--- src/rtl/load_store_unit.sv ---
// load_store_unit: byte/half/word load-store front end for a word-wide data memory.
// Sub-word stores use read-modify-write. Loads are sign- or zero-extended.
// Optional feature macro: LSU_MISALIGN_TRAP_EN. When it is defined, misaligned
// half/word requests are rejected with rsp_err. When it is not defined, the low
// address bits are ignored as needed.
module load_store_unit #(
  parameter int MEM_WORDS = 1024
) (
  input  logic        clk,
  input  logic        rst_n,
  input  logic        req_valid,
  output logic        req_ready,
  input  logic        req_we,
  input  logic [1:0]  req_size,
  input  logic        req_unsigned,
  input  logic [31:0] req_addr,
  input  logic [31:0] req_wdata,
  output logic        rsp_valid,
  input  logic        rsp_ready,
  output logic [31:0] rsp_rdata,
  output logic        rsp_err,
  output logic        mem_write,
  output logic [31:0] mem_addr,
  output logic [31:0] mem_wdata,
  input  logic [31:0] mem_rdata
);

  typedef enum logic [1:0] {IDLE, ACCESS, WRITE, RESP} state_t;

  localparam logic [32:0] ADDR_LIMIT = 33'(MEM_WORDS) * 33'd4;

  state_t      state_reg, state_next;
  logic        we_reg, uns_reg, err_reg;
  logic [1:0]  size_reg, off_reg;
  logic [31:0] wdata_reg, addr_reg, rdata_reg, merge_reg;

  logic        out_of_range, misaligned, reject;
  logic [7:0]  byte_lane;
  logic [15:0] half_lane;
  logic [31:0] load_value, merged;
  logic [3:0]  byte_en;

  assign out_of_range = ({1'b0, req_addr} >= ADDR_LIMIT);
`ifdef LSU_MISALIGN_TRAP_EN
  assign misaligned = ((req_size == 2'b01) && req_addr[0]) ||
                      (req_size[1] && (req_addr[1:0] != 2'b00));
`else
  assign misaligned = 1'b0;
`endif
  assign reject = out_of_range || misaligned;

  assign req_ready = (state_reg == IDLE);
  assign rsp_valid = (state_reg == RESP);
  assign rsp_rdata = rdata_reg;
  assign rsp_err   = err_reg;
  assign mem_addr  = addr_reg;

  // Lane extraction. Half selection ignores addr[0], so a misaligned half
  // (trap disabled) returns the half that contains it.
  assign byte_lane = mem_rdata[{off_reg, 3'b000} +: 8];
  assign half_lane = mem_rdata[{off_reg[1], 4'b0000} +: 16];

  // Extend the selected lane according to size and signedness.
  always_comb begin
    load_value = mem_rdata;
    case (size_reg)
      2'b00:   load_value = {{24{~uns_reg & byte_lane[7]}}, byte_lane};
      2'b01:   load_value = {{16{~uns_reg & half_lane[15]}}, half_lane};
      default: load_value = mem_rdata;
    endcase
  end

  // Byte lanes touched by a sub-word store.
  always_comb begin
    byte_en = 4'b1111;
    case (size_reg)
      2'b00:   byte_en = 4'b0001 << off_reg;
      2'b01:   byte_en = off_reg[1] ? 4'b1100 : 4'b0011;
      default: byte_en = 4'b1111;
    endcase
  end

  // Replace the target lanes of the fetched word with store data.
  generate
    for (genvar gi = 0; gi < 4; gi++) begin : g_merge
      assign merged[8*gi +: 8] = byte_en[gi]
        ? ((size_reg == 2'b00) ? wdata_reg[7:0] : wdata_reg[8*(gi%2) +: 8])
        : mem_rdata[8*gi +: 8];
    end
  endgenerate

  // State register.
  always_ff @(posedge clk or negedge rst_n) begin
    if (!rst_n) state_reg <= IDLE;
    else        state_reg <= state_next;
  end

  // Next-state and memory-port control.
  always_comb begin
    state_next = state_reg;
    mem_write  = 1'b0;
    mem_wdata  = 32'd0;
    case (state_reg)
      IDLE: begin
        if (req_valid) state_next = reject ? RESP : ACCESS;
      end
      ACCESS: begin
        if (we_reg && !size_reg[1]) begin
          state_next = WRITE;
        end else begin
          state_next = RESP;
          if (we_reg) begin
            mem_write = 1'b1;
            mem_wdata = wdata_reg;
          end
        end
      end
      WRITE: begin
        mem_write  = 1'b1;
        mem_wdata  = merge_reg;
        state_next = RESP;
      end
      RESP: begin
        if (rsp_ready) state_next = IDLE;
      end
      default: state_next = IDLE;
    endcase
  end

  // Request capture, load result and RMW word registers.
  always_ff @(posedge clk or negedge rst_n) begin
    if (!rst_n) begin
      we_reg    <= 1'b0;
      uns_reg   <= 1'b0;
      err_reg   <= 1'b0;
      size_reg  <= 2'b00;
      off_reg   <= 2'b00;
      wdata_reg <= 32'd0;
      addr_reg  <= 32'd0;
      rdata_reg <= 32'd0;
      merge_reg <= 32'd0;
    end else begin
      case (state_reg)
        IDLE: begin
          if (req_valid) begin
            we_reg    <= req_we;
            uns_reg   <= req_unsigned;
            size_reg  <= req_size;
            off_reg   <= req_addr[1:0];
            wdata_reg <= req_wdata;
            addr_reg  <= {req_addr[31:2], 2'b00};
            rdata_reg <= 32'd0;
            err_reg   <= reject;
          end
        end
        ACCESS: begin
          if (!we_reg)             rdata_reg <= load_value;
          else if (!size_reg[1])   merge_reg <= merged;
        end
        default: ;
      endcase
    end
  end

endmodule

--- config.mk ---
export PLATFORM = sky130hd
export DESIGN_NAME = load_store_unit
export DESIGN_NICKNAME = d
export VERILOG_FILES = /design/src/rtl/load_store_unit.sv
export SDC_FILE = /design/constraint.sdc
export NUM_CORES = 1
export LEC_CHECK = 0
export ABC_AREA = 1
export BUFFER_PORTS_ARGS = -buffer_cell sky130_fd_sc_hd__buf_4
export CAP_MARGIN = 10
export CORE_MARGIN = 3
export CORE_UTILIZATION = 55
export CTS_CLUSTER_DIAMETER = 150
export DETAILED_ROUTE_END_ITERATION = 6
export GPL_TIMING_DRIVEN = 1
export MAX_ROUTING_LAYER = met4
export PLACE_DENSITY = 0.85
export SYNTH_ARGS = -nofsm -noshare
export SYNTH_HDL_FRONTEND = slang
export SYNTH_SLANG_ARGS = --single-unit
--- constraint.sdc ---
create_clock -name clk -period 2.9 [get_ports clk]
set_input_delay 0.58 -clock clk [delete_from_list [all_inputs] [get_ports clk]]
set_output_delay 0.58 -clock clk [all_outputs]
set_load 0.05 [all_outputs]
==> key figures <==
Logic synthesis
  • Mapped Cells: 893
  • Sequential element share of the synthesized area: 50.5%
  • Most frequent cell after synthesis: nand2_1
  • Seq cells post-synth: 135
  • Largest cells by area after synthesis: dfrtp_1 (51%), nand2_1 (21%), o21ai_0 (6.1%)
  • Synth Flop Type: dfrtp_1
  • Share of synthesized registers carrying an async set or reset: 100%
  • Post-synthesis area per instance: 7.49 um^2
  • Cell variety after synth: 26
  • Ys Warns: 0
  • Most area-hungry cell type in the Yosys netlist: dfrtp_1
  • EDFF count, synth: 0
  • Post-Synthesis Cell Area: 6690 um^2
  • Synth top cells by count: nand2_1 (379), dfrtp_1 (135), inv_1 (82), o21ai_0 (81), a21oi_1 (46)
  • Yosys top cell area share: 50.5%

GRT
  • Initial antenna violation count: 0
  • Vias in the first global route: 6,440
  • First-pass GRT wire length: 31,600 um
  • Largest net degree at the start of global routing: 90
  • GRT Total Usage: 31.1%
  • GRT Residual Overflow: 0

Critical path
  • Crit start category: flop
  • Crit path to: mem_wdata[12]
  • Critical Path Start: state_reg[1]
  • Setup CP Type: flop to primary output
  • Crit end category: primary output
  • Worst EP required: 2.32 ns
  • R2r setup slk: 0.66 ns
  • Reg-to-Reg Start: off_reg[1]
  • Largest delay share family, worst path: buffers and inverters
  • WP depth: 8
  • CP Cell Sequence: inv_1 -> ha_1 -> nand2_1 -> nor2_2 -> buf_4 -> nand2_1 -> a21oi_1 -> buf_4
  • Max incr delay on CP: 0.42 ns
  • R2R depth: 5
  • Worst EP arrival: 2.13 ns
  • Buf+Inv Stages, Crit Path: 3
  • Reg-to-Reg End: merge_reg[0]
  • Slowest cell on the critical path: dfrtp_1
  • CP Max Fanout: 17

Routing
  • Drt pass-1 iters: 5
  • Via density: 5.43
  • DRT Wirelength: 20,100 um
  • Residual DRC count: 0
  • Detail Route Antenna Nets: 0
  • Drt wl/cell: 16.3 um
  • DR vias: 6,715
  • DR iter-0 viols: 684

Clocking
  • PostCTS Resize Cnt: 0
  • Max H-tree Level: 4
  • Hold_buf cts: 0
  • CTS tree: yes
  • Worst-Skew Late Latency: 0.41 ns
  • TritonCTS Sinks: 135
  • Worst-case clock buffer depth: 2
  • TritonCTS Buffers: 17
  • Worst-path clk slew: 0.06 ns
  • Postcts setup bufs: 0
  • Root Buffer: clkbuf_16

Timing
  • Endpoints failing hold: 0
  • Slew margin rel.: 43.7%
  • Final Setup Violations: 0
  • FMAX: 369 MHz
  • Clock skew: 0.00564 ns
  • Setup TNS: 0 ns
  • Tmin final: 2.71 ns
  • Slew @ Worst Pin: 0.845 ns
  • Period utilization: 93.4%
  • Post-layout worst setup margin: 0.192 ns
  • Unrepaired setup endpoints after global routing: no
  • Slew Limit Fails: 0

Die
  • Io pins: 204
  • Total core area: 11,700 um^2
  • Chip width: 116 um
  • Die Span Y: 116 um
  • Die footprint: 13,500 um^2
  • Initial core utilization: 57.3%
  • Placement row count: 39

Finish
  • # diodes: 0
  • Register Area: 3380 um^2
  • Nets: 1,191
  • Layout cell share with drive strength beyond 1: 23.5%
  • Finished Layout Cells: 1,237
  • Multi-input gate area: 2790 um^2
  • Area Overhead vs Synth: 32.2%
  • FILL cells: 908

Placement
  • Dpl ws: 0.684 ns
  • Post-DP HPWL: 14,400 um
  • # placed instances: 1,207
  • I/O Buffers: 201
  • Routability Congestion: 0.962

Power and ir drop
  • Pwr Total: 11.1 mW
  • Power per Cell Area: 1260 nW/um^2
  • Worst VDD drop: 0.000763 V
  • Leakage: 4.72 nW

Hold path
  • Tightest Hold Check Type: input port to asynchronous set/reset pin

Status
  • Status: complete, no violations

Flow run
  • Maxcap violations: 0
cell usage in the layout, fill, tap and decap left out:
| cell type | instances |
|---|---|
| nand2_1 | 379 |
| buf_4 | 216 |
| dfrtp_1 | 135 |
| inv_1 | 81 |
| o21ai_0 | 81 |
| a21oi_1 | 46 |
| nor2_1 | 36 |
| o22ai_1 | 24 |
| clkbuf_16 | 17 |
| o211ai_1 | 16 |
| nand3_1 | 15 |
| o2111ai_1 | 7 |
| clkbuf_1 | 5 |
| inv_2 | 4 |
| nand4_1 | 4 |
| ha_1 | 4 |
| clkbuf_8 | 4 |
| clkinv_2 | 4 |
| nand2_2 | 3 |
| nor2_2 | 2 |
| nand3_2 | 2 |
| conb_1 | 2 |
| o21a_1 | 1 |
| nor3_4 | 1 |
| nor2_4 | 1 |
| nor3_1 | 1 |
| a21oi_4 | 1 |
| buf_6 | 1 |
| buf_12 | 1 |
worst min path at each step:
stage / startpoint / end / slack [ns] / cells past startpoint
2_1_floorplan: rst_n / mem_addr[10] / 0.28 / 0
3_3_place_gp: wdata_reg[28] / wdata_reg[28] / 0.46 / 2
3_5_place_dp: wdata_reg[31] / wdata_reg[31] / 0.47 / 2
4_1_cts: rst_n / mem_addr[29] / 0.26 / 1
5_1_grt: rst_n / mem_addr[29] / 0.28 / 1
6_report: rst_n / mem_addr[29] / 0.23 / 1
power breakdown:
part	switching, mW	internal, mW
clock	0.743	1.17
combinational	4.21	1.71
sequential	0.603	2.70
total	5.56	5.57
routing by layer:
layer  track usage [%]  routed length [um]
met2              48.3                9860
met5                 -                   0
met1              40.8                8530
met4              12.2                 575
met3              5.75                1170
logic make-up (layout without fill, tap and decap cells):
group / after synthesis / in the layout / share of synthesized area [%]
AND/OR/NAND/NOR: 444 / 444 / 25.9
AO/OA/AOI/OAI: 176 / 176 / 14.8
flip-flops: 135 / 135 / 50.5
buffers and inverters: 133 / 333 / 7.91
adder cells (fa/ha/maj): 4 / 4 / 0.748
other: 1 / 2 / 0.0561
worst reg2reg max path: cells and delay by family (launching register included):
kind                   cells  cell delay, ns
AO/OA/AOI/OAI              2            0.33
flip-flops                 1            0.89
buffers and inverters      1            0.20
AND/OR/NAND/NOR            2            0.69
metrics by stage:
step | hold WS (ns) | utilization, % | area (um^2)
3_5_place_dp | 0.466 | 71.3 | 8320
2_1_floorplan | 0.284 | - | 6690
4_1_cts | 0.263 | 75.8 | 8840
5_1_grt | 0.279 | 75.8 | 8840
3_3_place_gp | 0.462 | 71.3 | 8320
6_report | 0.235 | 75.8 | 8840
layout make-up:
class / instances / share of cell area, %
Multi-Input combinational cell: 626 / 31.6
Timing Repair Buffer: 218 / 18.7
Inverter: 85 / 3.61
Clock inverter: 4 / 0.227
Sequential cell: 135 / 38.2
Tap cell: 143 / 2.02
Clock buffer: 26 / 5.65
No activity file was read; power rests on OpenSTA's default activity.
